<file path="src/rtl/fp32_sq_issue.sv">
// fp32_sq_issue
// Operand issuer ahead of the fp32 multiplier in the r^2 path. Buffers
// displacement vectors {dx, dy, dz, tag} in a circular FIFO and issues each
// vector as three squaring pairs (dx*dx, dy*dy, dz*dz). Each pair goes out on a
// valid/ready handshake, together with the component index and the tag.
//
// Optional feature macro: FP32_SQ_DAZ_EN. When it is defined, any issued operand
// whose exponent field is zero is flushed to a signed zero. The flush is applied
// at the output mux, so the stored data is left unchanged.
//
// Ports:
//   clk, rst                 rising-edge clock, asynchronous active-high reset
//   in_valid / in_ready      upstream vector handshake
//   in_dx, in_dy, in_dz      fp32 displacement components
//   in_tag                   pair identifier (TAG_W bits), passed through
//   out_valid / out_ready    downstream operand-pair handshake
//   out_a, out_b             multiplier operands (always equal)
//   out_comp                 component index 0 = x, 1 = y, 2 = z
//   out_last                 high on the z component
//   out_tag                  tag of the head vector
//   level                    number of vectors currently stored
module fp32_sq_issue #(
    parameter int DEPTH = 4,
    parameter int TAG_W = 8
) (
    input  logic                       clk,
    input  logic                       rst,
    input  logic                       in_valid,
    output logic                       in_ready,
    input  logic [31:0]                in_dx,
    input  logic [31:0]                in_dy,
    input  logic [31:0]                in_dz,
    input  logic [TAG_W-1:0]           in_tag,
    output logic                       out_valid,
    input  logic                       out_ready,
    output logic [31:0]                out_a,
    output logic [31:0]                out_b,
    output logic [1:0]                 out_comp,
    output logic                       out_last,
    output logic [TAG_W-1:0]           out_tag,
    output logic [$clog2(DEPTH+1)-1:0] level
);

    localparam int PTR_W = $clog2(DEPTH);
    localparam int LVL_W = $clog2(DEPTH+1);

    typedef enum logic [1:0] {
        COMP_X   = 2'd0,
        COMP_Y   = 2'd1,
        COMP_Z   = 2'd2,
        COMP_BAD = 2'd3
    } comp_e;

    logic [31:0]      mem_dx  [DEPTH];
    logic [31:0]      mem_dy  [DEPTH];
    logic [31:0]      mem_dz  [DEPTH];
    logic [TAG_W-1:0] mem_tag [DEPTH];

    logic [PTR_W-1:0] wr_ptr_q, wr_ptr_d;
    logic [PTR_W-1:0] rd_ptr_q, rd_ptr_d;
    logic [LVL_W-1:0] level_q, level_d;
    comp_e            comp_q, comp_d;

    logic        push, hs, pop;
    logic [31:0] sel_op;

    // The full flag depends only on the registered level, so a pop cannot open
    // a slot for a push in the same cycle.
    assign in_ready  = (level_q != LVL_W'(DEPTH));
    assign out_valid = (level_q != '0);
    assign push      = in_valid && in_ready;
    assign hs        = out_valid && out_ready;
    assign pop       = hs && (comp_q == COMP_Z);

    always_comb begin
        wr_ptr_d = wr_ptr_q;
        rd_ptr_d = rd_ptr_q;
        level_d  = level_q;
        if (push) wr_ptr_d = wr_ptr_q + PTR_W'(1);
        if (pop)  rd_ptr_d = rd_ptr_q + PTR_W'(1);
        case ({push, pop})
            2'b10:   level_d = level_q + LVL_W'(1);
            2'b01:   level_d = level_q - LVL_W'(1);
            default: level_d = level_q;
        endcase
    end

    // Component sequencer. It moves forward only on a handshake. The unused
    // encoding falls back to X.
    always_comb begin
        comp_d = comp_q;
        case (comp_q)
            COMP_X:  if (hs) comp_d = COMP_Y;
            COMP_Y:  if (hs) comp_d = COMP_Z;
            COMP_Z:  if (hs) comp_d = COMP_X;
            default: comp_d = COMP_X;
        endcase
    end

    always_ff @(posedge clk or posedge rst) begin
        if (rst) begin
            wr_ptr_q <= '0;
            rd_ptr_q <= '0;
            level_q  <= '0;
            comp_q   <= COMP_X;
        end else begin
            wr_ptr_q <= wr_ptr_d;
            rd_ptr_q <= rd_ptr_d;
            level_q  <= level_d;
            comp_q   <= comp_d;
        end
    end

    // Storage has no reset. Entries are read only after they have been written.
    always_ff @(posedge clk) begin
        if (push) begin
            mem_dx[wr_ptr_q]  <= in_dx;
            mem_dy[wr_ptr_q]  <= in_dy;
            mem_dz[wr_ptr_q]  <= in_dz;
            mem_tag[wr_ptr_q] <= in_tag;
        end
    end

    always_comb begin
        case (comp_q)
            COMP_Y:  sel_op = mem_dy[rd_ptr_q];
            COMP_Z:  sel_op = mem_dz[rd_ptr_q];
            default: sel_op = mem_dx[rd_ptr_q];
        endcase
    end

`ifdef FP32_SQ_DAZ_EN
    always_comb begin
        out_a = sel_op;
        if (sel_op[30:23] == 8'h00) out_a = {sel_op[31], 31'b0};
    end
`else
    assign out_a = sel_op;
`endif

    assign out_b    = out_a;
    assign out_comp = comp_q;
    assign out_last = (comp_q == COMP_Z);
    assign out_tag  = mem_tag[rd_ptr_q];
    assign level    = level_q;

endmodule

</file>
<file path="config.mk">
export PLATFORM = sky130hd
export DESIGN_NAME = fp32_sq_issue
export DESIGN_NICKNAME = d
export VERILOG_FILES = /design/src/rtl/fp32_sq_issue.sv
export SDC_FILE = /design/constraint.sdc
export NUM_CORES = 1
export LEC_CHECK = 0
export CAP_MARGIN = 20
export CORE_MARGIN = 3
export CORE_UTILIZATION = 47
export CTS_CLUSTER_DIAMETER = 100
export CTS_CLUSTER_SIZE = 25
export DETAILED_ROUTE_END_ITERATION = 16
export PLACE_DENSITY = 0.71
export SLEW_MARGIN = 20
export SYNTH_ARGS = -nofsm -noshare
export SYNTH_HDL_FRONTEND = slang
export SYNTH_SLANG_ARGS = --single-unit
</file>
<file path="constraint.sdc">
create_clock -name clk -period 3.8 [get_ports clk]
set_input_delay 0.76 -clock clk [delete_from_list [all_inputs] [get_ports clk]]
set_output_delay 0.76 -clock clk [all_outputs]
set_load 0.02 [all_outputs]
</file>
* Yosys cells after proc, flatten, opt, wreduce, memory -nomap -nowiden *
Memories as Yosys holds them, arrays and structs flattened.
Index checks and enable logic that the tools add are counted.

word-level totals
  flip-flop bits (word level) = 9
  latch bits = 0
  RAM bits = 416
  memory bits (read-only) = 0
  bits of input ports = 108
  output and inout bits = 80
  logic and storage cells = 35
  memories kept = 4

memories
  name     depth  bits a word  read ports  clocked after memory_dff  write ports  RTL line  source
  mem_dx   4      32           1           0                         1            54        logic [31:0] mem_dx [DEPTH];
  mem_dy   4      32           1           0                         1            55        logic [31:0] mem_dy [DEPTH];
  mem_dz   4      32           1           0                         1            56        logic [31:0] mem_dz [DEPTH];
  mem_tag  4      8            1           0                         1            57        logic [TAG_W-1:0] mem_tag [DEPTH];

cells by class
  add/sub/neg operators = 4
  multipliers = 0
  div/mod/pow operators = 0
  magnitude comparators = 0
  eq/ne operators = 8
  shift-type cells = 0
  mux-type cells = 8
  bitwise operators = 0
  reduce and logical (&&, ||, !) cells = 7

operator list
  operator             number
  $pmux 32 s2          1
  $mux 2               3
  $pmux 2 s3           1
  $pmux 3 s2           1
  $add 2x1->2 const B  2
  $eq 2x1->1 const B   2
  $eq 2x2->1 const B   2
  $ne 2x2->1 const B   2
  $add 3x1->3 const B  1
  $logic_and 1x1->1    3
  $ne 3x3->1 const B   1
  $reduce_and 3->1     1
  $reduce_bool 3->1    1
  $sub 3x1->3 const B  1
  $logic_not 2->1      1
  $mux 1               2
  $ne 2x1->1 const B   1
  $reduce_bool 2->1    1

* Depth between registers and ports, before layout *
Gate-level depths: netlist (run 1).

  word-level depth = 5
  depth in mapped cells = 10
  gate-level depth less buffers = 9

* Worst setup path after synthesis (run 1) *
Ideal clock, no wire load.

  path kind = register -> register
  from = reg level_q[2] (netlist: level[2])
  to = mem mem_dx[0][0] (enable)
  setup time = 476 ps
  arrival time = 3330 ps
  data required time = 3324 ps
  slack = -5 ps
  cell stages (with the launch flop) = 3
  buffers on the path = 0
  period minus slack after synthesis = 3805 ps
  cell sequence = dfrtp_1 or3b_1 and3_1

between the ends
  cells in the longest elaborated chain, start to end = 4

ends and longest elaborated chain
  element                       RTL line  source
  from (decl)                   61        logic [LVL_W-1:0] level_q, level_d;
  from (signal assigned)        109       level_q <= level_d;
  $ne 3x3->1                    69        assign in_ready = (level_q != LVL_W'(DEPTH));
  via in_ready                  29        output logic in_ready,
  $logic_and 1x1->1             71        assign push = in_valid && in_ready;
  $mux 1                        116       if (push) begin
  $mux 1 (not written as such)  117       mem_dx[wr_ptr_q] <= in_dx;
  to (decl)                     54

The timed path passes the listed nets, and every way through them passes these cells.

* Worst setup path in the final report (run 1) *
  from = reg comp_q[1] (netlist: out_comp[1])
  to = out out_b[4]

between the ends
  cells in the longest elaborated chain, start to end = 2
  elaborated cells between the ends (all ways) = 3
  those cells by class = eq/ne (2); mux (1)

ends and longest elaborated chain
  element                                   RTL line  source
  from (decl)                               62        comp_e comp_q, comp_d;
  from (signal assigned)                    110       comp_q <= comp_d;
  $eq 2x2->1 or $eq 2x1->1 (tied branches)  125       case (comp_q)
  $pmux 32 s2 *                             125
  to (decl)                                 37        output logic [31:0] out_b,

Mark *: on every way between the ends. The rest lies on a longest branch, timed or not.

==> flow_metrics.py, run 1 <==
metrics = {
    "clocking": {
        "ctsResizeCount": 0,
        "cts_sinks": 425,
        "cts_max_path_buffers": 3,
        "path_clk_slew_ns": 0.10,
        "cts_root_buffer": "clkbuf_16",
        "ctsHoldBuffers": 0,
        "post_cts_buffers": 3,
        "htreeDepth": 1,
        "numCtsBuffers": 20,
        "cts_tree": "built",
        "clock_latency_ns": 0.53,
    },
    "worst_setup_path": {
        "crit_chain": "inv_1 -> ha_2 -> buf_4 -> nor2_1 -> a21oi_1 -> clkdlybuf4s50_1",
        "max_stage_delay_ns": 0.67,
        "reg2reg_depth": 10,
        "timing.rr.end": "level[2]",
        "endpoint_kind": "output pin",
        "r2r_slack_ns": 1.34,
        "crit_required_ns": 3.04,
        "start_kind": "flop",
        "cpLargestDelayFamily": "buffers and inverters",
        "setup.worst_path.start": "out_comp[1]",
        "cpMaxStageDelayCell": "clkdlybuf4s50_1",
        "cp_max_fo": 32,
        "cp.arrival_ns": 2.88,
        "reg2reg_from": "out_comp[0]",
        "crit_end": "out_b[4]",
        "critical_path_depth": 6,
        "critPathKind": "reg2out",
        "worst-path-buf-inv": 3,
    },
    "logic_synthesis": {
        "synthDistinctLibCells": 28,
        "synth_cells": 738,
        "avgSynthCellArea_um2": 22.5,
        "synth_fp_nets": 857,
        "synth-main-ff-cell": "edfxtp_1",
        "synth_area_mm2": 0.0166,
        "ys_warn_count": 0,
        "synth_seq_area_share": 0.767,
        "synth_edf_count": 416,
        "synth_async_sr_flop_share": 0.0212,
        "synth-seq-cells": 425,
    },
    "routing": {
        "drt_pass1_iterations": 4,
        "drt-vias-per-instance": 5.59,
        "wirelength_mm": 31.6,
        "drc": 0,
        "vias": 7684,
        "wire_per_inst_um": 23.0,
        "first_iter_violations": 428,
        "postRouteAntennaNets": 0,
    },
    "floorplanning": {
        "die_area_mm2": 0.0376,
        "initial_utilization": 0.479,
        "die_h_um": 194,
        "ios": 188,
        "fp-row-count": 68,
        "coreArea_mm2": 0.0346,
        "die_w_um": 194,
    },
    "flow_run": {
        "max-cap-violations": 0,
    },
    "sta": {
        "clock.fmax_ghz": 0.274,
        "finalSetupTns_ns": 0,
        "rsz0062_at_grt": "no",
        "fin_crit_ns": 3.64,
        "finalMaxSlewViolations": 0,
        "worst_slew_pin_slew_ns": 0.436,
        "whs_ns": 0.534,
        "hold_viol_final": 0,
        "fin_skew_ns": 0.0109,
        "fin_crit_sh": 0.959,
        "finalSetupViolCount": 0,
        "relSlewSlack": 0.709,
    },
    "global_routing": {
        "grt_max_degree": 55,
        "overflow": 0,
        "antenna_found_initial": 4,
        "grt_use_total": 0.164,
        "grt_first_pass_wirelength_mm": 48.1,
        "grt_pass1_vias": 8173,
    },
    "worst_hold_path": {
        "hold_path_class": "in2async",
    },
    "power_and_ir_drop": {
        "max-vdd-ir-drop_mv": 0.863,
        "finalPower_uw": 16300,
        "p_leak_uw": 0.00631,
        "p_per_area_mw_per_mm2": 834,
    },
    "place": {
        "place.gp.congestion": 0.715,
        "dp_hpwl_mm": 19.2,
        "portBuffers": 187,
    },
    "finish": {
        "layout-drive-gt1-share": 0.133,
        "fillers": 2568,
        "num-nets-final": 1024,
        "layout_commonest_cell": "edfxtp_1",
        "layout_common_cells": "416 x edfxtp_1, 187 x clkdlybuf4s50_1, 60 x mux4_2",
        "area_growth_syn_to_layout_pct": 18.1,
    },
    "status": {
        "outcome": "complete, no violations",
    },
}
metrics by stage:
step / util / cell area (µm²) / setup WS, ns / cells
finish: 0.565 / 19600 / 0.155 / 1375
global route: 0.565 / 19600 / 0.00299 / 1375
global placement: 0.547 / 18900 / 0.562 / 1334
floorplan: - / 16600 / 0.886 / 738
CTS: 0.565 / 19600 / 0.0376 / 1373
detailed placement: 0.547 / 18900 / 0.554 / 1334
layer usage:
layer / vias to the layer above / routed length [µm] / GRT usage
li1: 3389 / - / -
met3: 34 / 1640 / 0.0288
met1: 4059 / 13100 / 0.219
met4: 6 / 576 / 0.0313
met2: 196 / 16200 / 0.289
met5: - / 44 / 0
cell usage after synthesis (all sizes together), types with 3 or more instances:
library cell | n | area, µm²
a21oi | 33 | 165
edfxtp | 416 | 12500
xnor2 | 3 | 26.3
mux4 | 104 | 2510
and3 | 4 | 25.0
buf | 56 | 423
mux2 | 3 | 33.8
nor2 | 33 | 124
dfrtp | 9 | 225
xor2 | 3 | 26.3
clkbuf | 15 | 57.6
a22oi | 32 | 240
inv | 9 | 33.8
ha | 10 | 125
registers in the layout, summed over array words and instances (netlist names):
| register | flops |
|---|---|
| mem_dz | 128 |
| rd_ptr_q | 2 |
| out_comp | 2 |
| mem_tag | 32 |
| wr_ptr_q | 2 |
| level | 3 |
| mem_dy | 128 |
| mem_dx | 128 |
final cells by class:
type | instances | area, µm² | share of cell area
inverters | 9 | 33.8 | 0.00173
repair buffers | 216 | 2300 | 0.117
flip-flops and latches | 425 | 12700 | 0.650
diodes | 1 | 2.50 | 0.000128
clock buffers | 36 | 582 | 0.0297
well taps | 455 | 569 | 0.0291
multi-input cells | 233 | 3370 | 0.172
how the worst min path moves through the flow:
stage,end,cells past startpoint
finish,rd_ptr_q[1],2
global placement,level[2],1
CTS,rd_ptr_q[1],2
floorplan,wr_ptr_q[1],1
global route,rd_ptr_q[1],2
detailed placement,level[2],1
power by group:
part           leakage, µW  total, µW  internal [µW]  switching [µW]
sequential         0.00392       6490           6180             307
combinational      0.00212       7440           3500            3940
clock             0.000277       2390           1050            1340
total              0.00631      16300          10700            5590
cell families after synthesis:
group                      Yosys count  share of synthesized area
DFF                                425                      0.767
muxes                              108                      0.154
buffers and inverters               80                     0.0310
AOI/OAI and AO/OA                   66                     0.0251
and+or+nand+nor                     42                     0.0108
adders and majority gates           11                    0.00876
xor gates and xnor gates             6                    0.00317
Power figures use the tool's default switching activity.
==> inputs of run 2 (changes only) <==
Settings changed: CORE_UTILIZATION 47 to 35, PLACE_DENSITY 0.71 to default.
==> run 2 against run 1 <==
Against the previous run:
- worst hold slack lost 0.026 ns
- critical path depth shrank 1
- routed wire length grew 9.5%
- setup slack lost 0.023 ns
- combinational power grew 1%
- largest power group unchanged
- sequential share of layout area shrank 0.76 points
- power grew 0.70%
- critical endpoint is now out_a[6]
==> flow_metrics.py, run 2 (synthesis gave the netlist of run 1 again) <==
metrics = {
    "sta": {
        "hold_viol_final": 0,
        "worst_slew_pin_slew_ns": 0.760,
        "rsz0062_at_grt": "no",
        "fin_crit_ns": 3.67,
        "fin_crit_sh": 0.965,
        "whs_ns": 0.508,
        "clock.fmax_ghz": 0.273,
        "finalSetupViolCount": 0,
        "finalMaxSlewViolations": 0,
        "fin_skew_ns": 0.0215,
        "relSlewSlack": 0.493,
    },
    "place": {
        "place.gp.congestion": 0.686,
        "dp.cells": 1484,
        "dp_hpwl_mm": 20.7,
        "portBuffers": 187,
    },
    "worst_setup_path": {
        "reg2reg_from": "out_comp[0]",
        "cpMaxStageDelayCell": "clkdlybuf4s50_1",
        "timing.rr.end": "level[2]",
        "endpoint_kind": "output pin",
        "max_stage_delay_ns": 0.56,
        "worst-path-buf-inv": 2,
        "crit_chain": "bufbuf_16 -> mux4_2 -> a22oi_1 -> a21oi_1 -> clkdlybuf4s50_1",
        "cpLargestDelayFamily": "buffers and inverters",
        "r2r_slack_ns": 1.12,
        "start_kind": "flop",
        "cp_max_fo": 19,
        "cp.arrival_ns": 2.91,
        "critPathKind": "reg2out",
        "crit_required_ns": 3.04,
        "reg2reg_depth": 10,
    },
    "global_routing": {
        "antenna_found_initial": 2,
        "grt_use_total": 0.135,
        "grt_max_degree": 105,
        "overflow": 0,
        "grt_pass1_vias": 7999,
        "grt_first_pass_wirelength_mm": 51.2,
    },
    "finish": {
        "largest_registers": "mem_dx (128), mem_dy (128), mem_dz (128)",
        "layout_common_cells": "416 x edfxtp_1, 162 x clkdlybuf4s50_1, 60 x mux4_2",
        "layout_commonest_cell": "edfxtp_1",
        "num-nets-final": 1022,
        "final_util": 0.425,
        "final_cells": 1523,
        "layout-drive-gt1-share": 0.140,
        "area_growth_syn_to_layout_pct": 19.5,
    },
    "worst_hold_path": {
        "hold_path_class": "in2async",
    },
    "clocking": {
        "cts_tree": "built",
        "clock_latency_ns": 0.55,
        "cts_root_buffer": "clkbuf_16",
        "path_clk_slew_ns": 0.10,
        "htreeDepth": 1,
        "numCtsBuffers": 21,
        "cts_sinks": 425,
        "cts_max_path_buffers": 3,
    },
    "routing": {
        "wirelength_mm": 34.6,
        "postRouteAntennaNets": 0,
        "drt-vias-per-instance": 5.00,
        "first_iter_violations": 510,
        "vias": 7619,
        "drt_pass1_iterations": 5,
        "wire_per_inst_um": 22.7,
        "drc": 0,
    },
    "power_and_ir_drop": {
        "p_leak_uw": 0.00642,
        "max-vdd-ir-drop_mv": 0.597,
        "p_per_area_mw_per_mm2": 830,
    },
    "floorplanning": {
        "die_h_um": 224,
        "fp-row-count": 79,
        "die_area_mm2": 0.0500,
        "ios": 188,
        "initial_utilization": 0.355,
        "die_w_um": 224,
        "coreArea_mm2": 0.0467,
    },
    "status": {
        "outcome": "complete, no violations",
    },
    "flow_run": {
        "max-cap-violations": 0,
    },
}
[run 2: changes by cell type in the layout (fill, tap and decap cells not counted), sizes merged, moves of 5 or more]
cell and delta:
clkdlybuf4s50 -25, dlygate4sd2 +18, clkbuf -7, dlymetal6s2s +7, buf -5
[run 2: routing by layer]
layer / GRT usage / part of all wire / wire length [µm]
met2: 0.233 / 0.51 / 17600
met3: 0.0257 / 0.050 / 1730
met4: 0.0264 / 0.012 / 430
met1: 0.181 / 0.43 / 14800
met5: 0 / 0 / 0
[run 2: cell type report]
class                           instances  area, µm²
Fill cell                            4073      26800
Multi-Input combinational cell        233       3410
Clock inverter                          5       45.0
Sequential cell                       425      12700
Antenna cell                            3       7.51
Clock buffer                           28        552
Inverter                                9       33.8
Timing Repair Buffer                  213       2280
Tap cell                              607        759
[run 2: through the flow]
| step | power, µW | setup slack, ns | TNS, ns | instance area (µm²) |
|---|---|---|---|---|
| 3_5_place_dp | 14300 | 0.524 | 0 | 19100 |
| 6_report | 16400 | 0.132 | 0 | 19800 |
| 2_1_floorplan | 11400 | 0.886 | 0 | 16600 |
| 3_3_place_gp | 14200 | 0.563 | 0 | 19100 |
| 4_1_cts | 16700 | -0.0235 | -0.0441 | 19700 |
| 5_1_grt | 17300 | 0.00339 | 0 | 19800 |
[run 2: how the worst max path moves through the flow]
| stage | start | end | cells past startpoint |
|---|---|---|---|
| 6_report | rd_ptr_q[0] | out_a[6] | 5 |
| 4_1_cts | rd_ptr_q[0] | out_a[21] | 5 |
| 2_1_floorplan | out_comp[0] | out_b[0] | 7 |
| 3_3_place_gp | out_comp[0] | out_a[3] | 6 |
| 3_5_place_dp | out_comp[1] | out_b[11] | 7 |
| 5_1_grt | rd_ptr_q[0] | out_b[6] | 5 |
[run 2: power by group]
part | total [µW] | internal (µW) | switching (µW) | leakage, µW
Combinational | 7540 | 3390 | 4150 | 0.00222
Sequential | 6450 | 6190 | 265 | 0.00392
Clock | 2440 | 1040 | 1400 | 0.000283
[run 2: worst register-to-register path: cells and delay by family, from the launching register on]
| family | cells | cell delay (ns) |
|---|---|---|
| adders and majority gates | 3 | 0.98 |
| DFF | 1 | 0.46 |
| buffers and inverters | 3 | 0.46 |
| AOI/OAI and AO/OA | 1 | 0.30 |
| xor gates and xnor gates | 2 | 0.30 |
| and+or+nand+nor | 1 | 0.11 |
[run 2: what timing repair did]
| action | CTS | global route |
|---|---|---|
| cloned | 1 | 1 |
| setup buffers | 0 | 1 |
| gates resized for setup | 25 | 11 |
| hold buffers | 0 | 0 |
| setup endpoints to repair | 27 | 30 |
==> inputs of run 3 (changes only) <==
Settings changed: SETUP_SLACK_MARGIN from default to 0.5, SKIP_LAST_GASP from default to 1.
==> run 3 against run 2 <==
Against the previous run:
- via count up 2.2%
- die area is the same
- final area grew 1.9%
- core utilization increased by 0.80 points
- sequential power is essentially flat
- global-route usage up 0.80 points
- setup slack improved by 0.37 ns
- first-iteration DRC count rose by 15%
==> flow_metrics.py, run 3 (synthesis gave the netlist of run 1 again) <==
metrics = {
    "worst_setup_path": {
        "crit_chain": "buf_12 -> buf_16 -> buf_12 -> mux4_2 -> clkdlybuf4s50_1",
        "reg2reg_from": "out_comp[0]",
        "cpMaxStageDelayCell": "clkdlybuf4s50_1",
        "critPathKind": "reg2out",
        "setup.worst_path.start": "rd_ptr_q[0]",
        "cp.arrival_ns": 2.54,
        "start_kind": "flop",
        "crit_required_ns": 3.04,
        "path_common_cell": "buf_12",
        "cp_max_fo": 14,
        "max_stage_delay_ns": 0.57,
        "endpoint_kind": "output pin",
    },
    "clocking": {
        "htreeDepth": 1,
        "cts_sinks": 425,
        "cts_max_path_buffers": 3,
        "path_clk_slew_ns": 0.10,
        "cts_tree": "built",
        "cts_root_buffer": "clkbuf_16",
        "numCtsBuffers": 21,
        "clock_latency_ns": 0.55,
    },
    "power_and_ir_drop": {
        "intPower_uw": 10700,
        "p_leak_uw": 0.00658,
        "seq_power_share": 0.380,
        "switching_power_uw": 6180,
        "pwr-share-comb": 0.475,
        "finalPower_uw": 16900,
        "p_sw_frac": 0.366,
        "max-vdd-ir-drop_mv": 0.521,
        "p_clk_frac": 0.145,
        "p_per_area_mw_per_mm2": 837,
    },
    "routing": {
        "postRouteAntennaNets": 0,
        "vias": 7786,
        "wire_per_inst_um": 23.4,
        "first_iter_violations": 588,
        "drt-vias-per-instance": 4.99,
        "wirelength_mm": 36.5,
        "drc": 0,
        "drt_pass1_iterations": 4,
    },
    "floorplanning": {
        "fp-row-count": 79,
        "ios": 188,
        "die_area_mm2": 0.0500,
        "die_h_um": 224,
        "coreArea_mm2": 0.0467,
        "initial_utilization": 0.355,
        "die_w_um": 224,
    },
    "finish": {
        "final_cells": 1560,
        "largest_registers": "mem_dx (128), mem_dy (128), mem_dz (128)",
        "area_growth_syn_to_layout_pct": 21.8,
        "layout_common_cells": "416 x edfxtp_1, 117 x clkdlybuf4s50_1, 73 x mux4_2",
        "layout_commonest_cell": "edfxtp_1",
        "layout-drive-gt1-share": 0.293,
        "num-nets-final": 1059,
        "final_util": 0.433,
    },
    "sta": {
        "relSlewSlack": 0.479,
        "finalMaxSlewViolations": 0,
        "clock.fmax_ghz": 0.303,
        "fin_crit_ns": 3.30,
        "hold_viol_final": 0,
        "finalSetupTns_ns": 0,
        "fin_crit_sh": 0.868,
        "rsz0062_at_grt": "yes",
        "fin_skew_ns": 0.0227,
        "finalSetupViolCount": 0,
        "worst_slew_pin_slew_ns": 0.781,
    },
    "place": {
        "dp.cells": 1484,
        "portBuffers": 187,
        "dp_hpwl_mm": 20.7,
        "place.gp.congestion": 0.686,
    },
    "global_routing": {
        "grt_use_total": 0.143,
        "grt_pass1_vias": 8178,
        "grt_first_pass_wirelength_mm": 53.7,
        "overflow": 0,
        "grt_max_degree": 105,
        "antenna_found_initial": 2,
    },
    "worst_hold_path": {
        "hold_path_class": "in2async",
    },
    "flow_run": {
        "max-cap-violations": 0,
    },
    "status": {
        "outcome": "complete, no violations",
    },
}
[run 3: routing by layer]
layer	GRT usage	part of all wire	vias to the layer above	wire [µm]
met1	0.194	0.43	4123	15700
met5	0	0	-	0
li1	-	-	3450	-
met3	0.0270	0.052	27	1900
met2	0.244	0.51	186	18500
met4	0.0281	0.012	0	437
[run 3: repair_timing]
item,4_1_cts,5_1_grt
pin swaps,7,10
hold buffers,0,0
buffers inserted,23,9
gates resized for setup,256,70
gates cloned,7,1
endpoints found under the setup margin,73,56
[run 3: final cells by class]
| cell class | count | area, µm² |
|---|---|---|
| Fill cell | 4061 | 26500 |
| Sequential cell | 425 | 12700 |
| Multi-Input combinational cell | 233 | 3510 |
| Timing Repair Buffer | 250 | 2550 |
| Tap cell | 607 | 759 |
| Clock buffer | 28 | 552 |
| Clock inverter | 5 | 45.0 |
| Inverter | 9 | 33.8 |
| Antenna cell | 3 | 7.51 |
[run 3: final timing paths]
path	to	slack, ns	depth (start not counted)
max	out_tag[7]	0.50	5
min	out_comp[0]	0.50	2
max reg2reg	level[2]	1.16	11
min reg2reg	level[0]	0.58	1
max in group asynchronous	rd_ptr_q[1]	2.95	2
min in group clk	level[0]	0.58	1
[run 3: metrics by stage]
| stage | hold WS [ns] | cell area, µm² | setup WS, ns |
|---|---|---|---|
| final | 0.502 | 20200 | 0.502 |
| after global placement | 0.554 | 19100 | 0.563 |
| after global routing | 0.517 | 20200 | 0.405 |
| after CTS | 0.490 | 20100 | 0.361 |
| after detailed placement | 0.570 | 19100 | 0.524 |
| after floorplan | 0.534 | 16600 | 0.886 |
[run 3: worst max-delay path: cells and delay by family, from the launching register on]
| kind | cells | cell delay (ns) |
|---|---|---|
| buffers and inverters | 4 | 1.03 |
| DFF | 1 | 0.52 |
| muxes | 1 | 0.42 |
[run 3: power by group through the flow]
stage | Sequential, µW | Combinational (µW) | Clock [µW]
after floorplan | 6490 | 4940 | 0
after global placement | 6510 | 7710 | 0
after detailed placement | 6560 | 7730 | 0
after CTS | 6420 | 8080 | 2560
after global routing | 6500 | 8580 | 2720
final | 6420 | 8030 | 2460
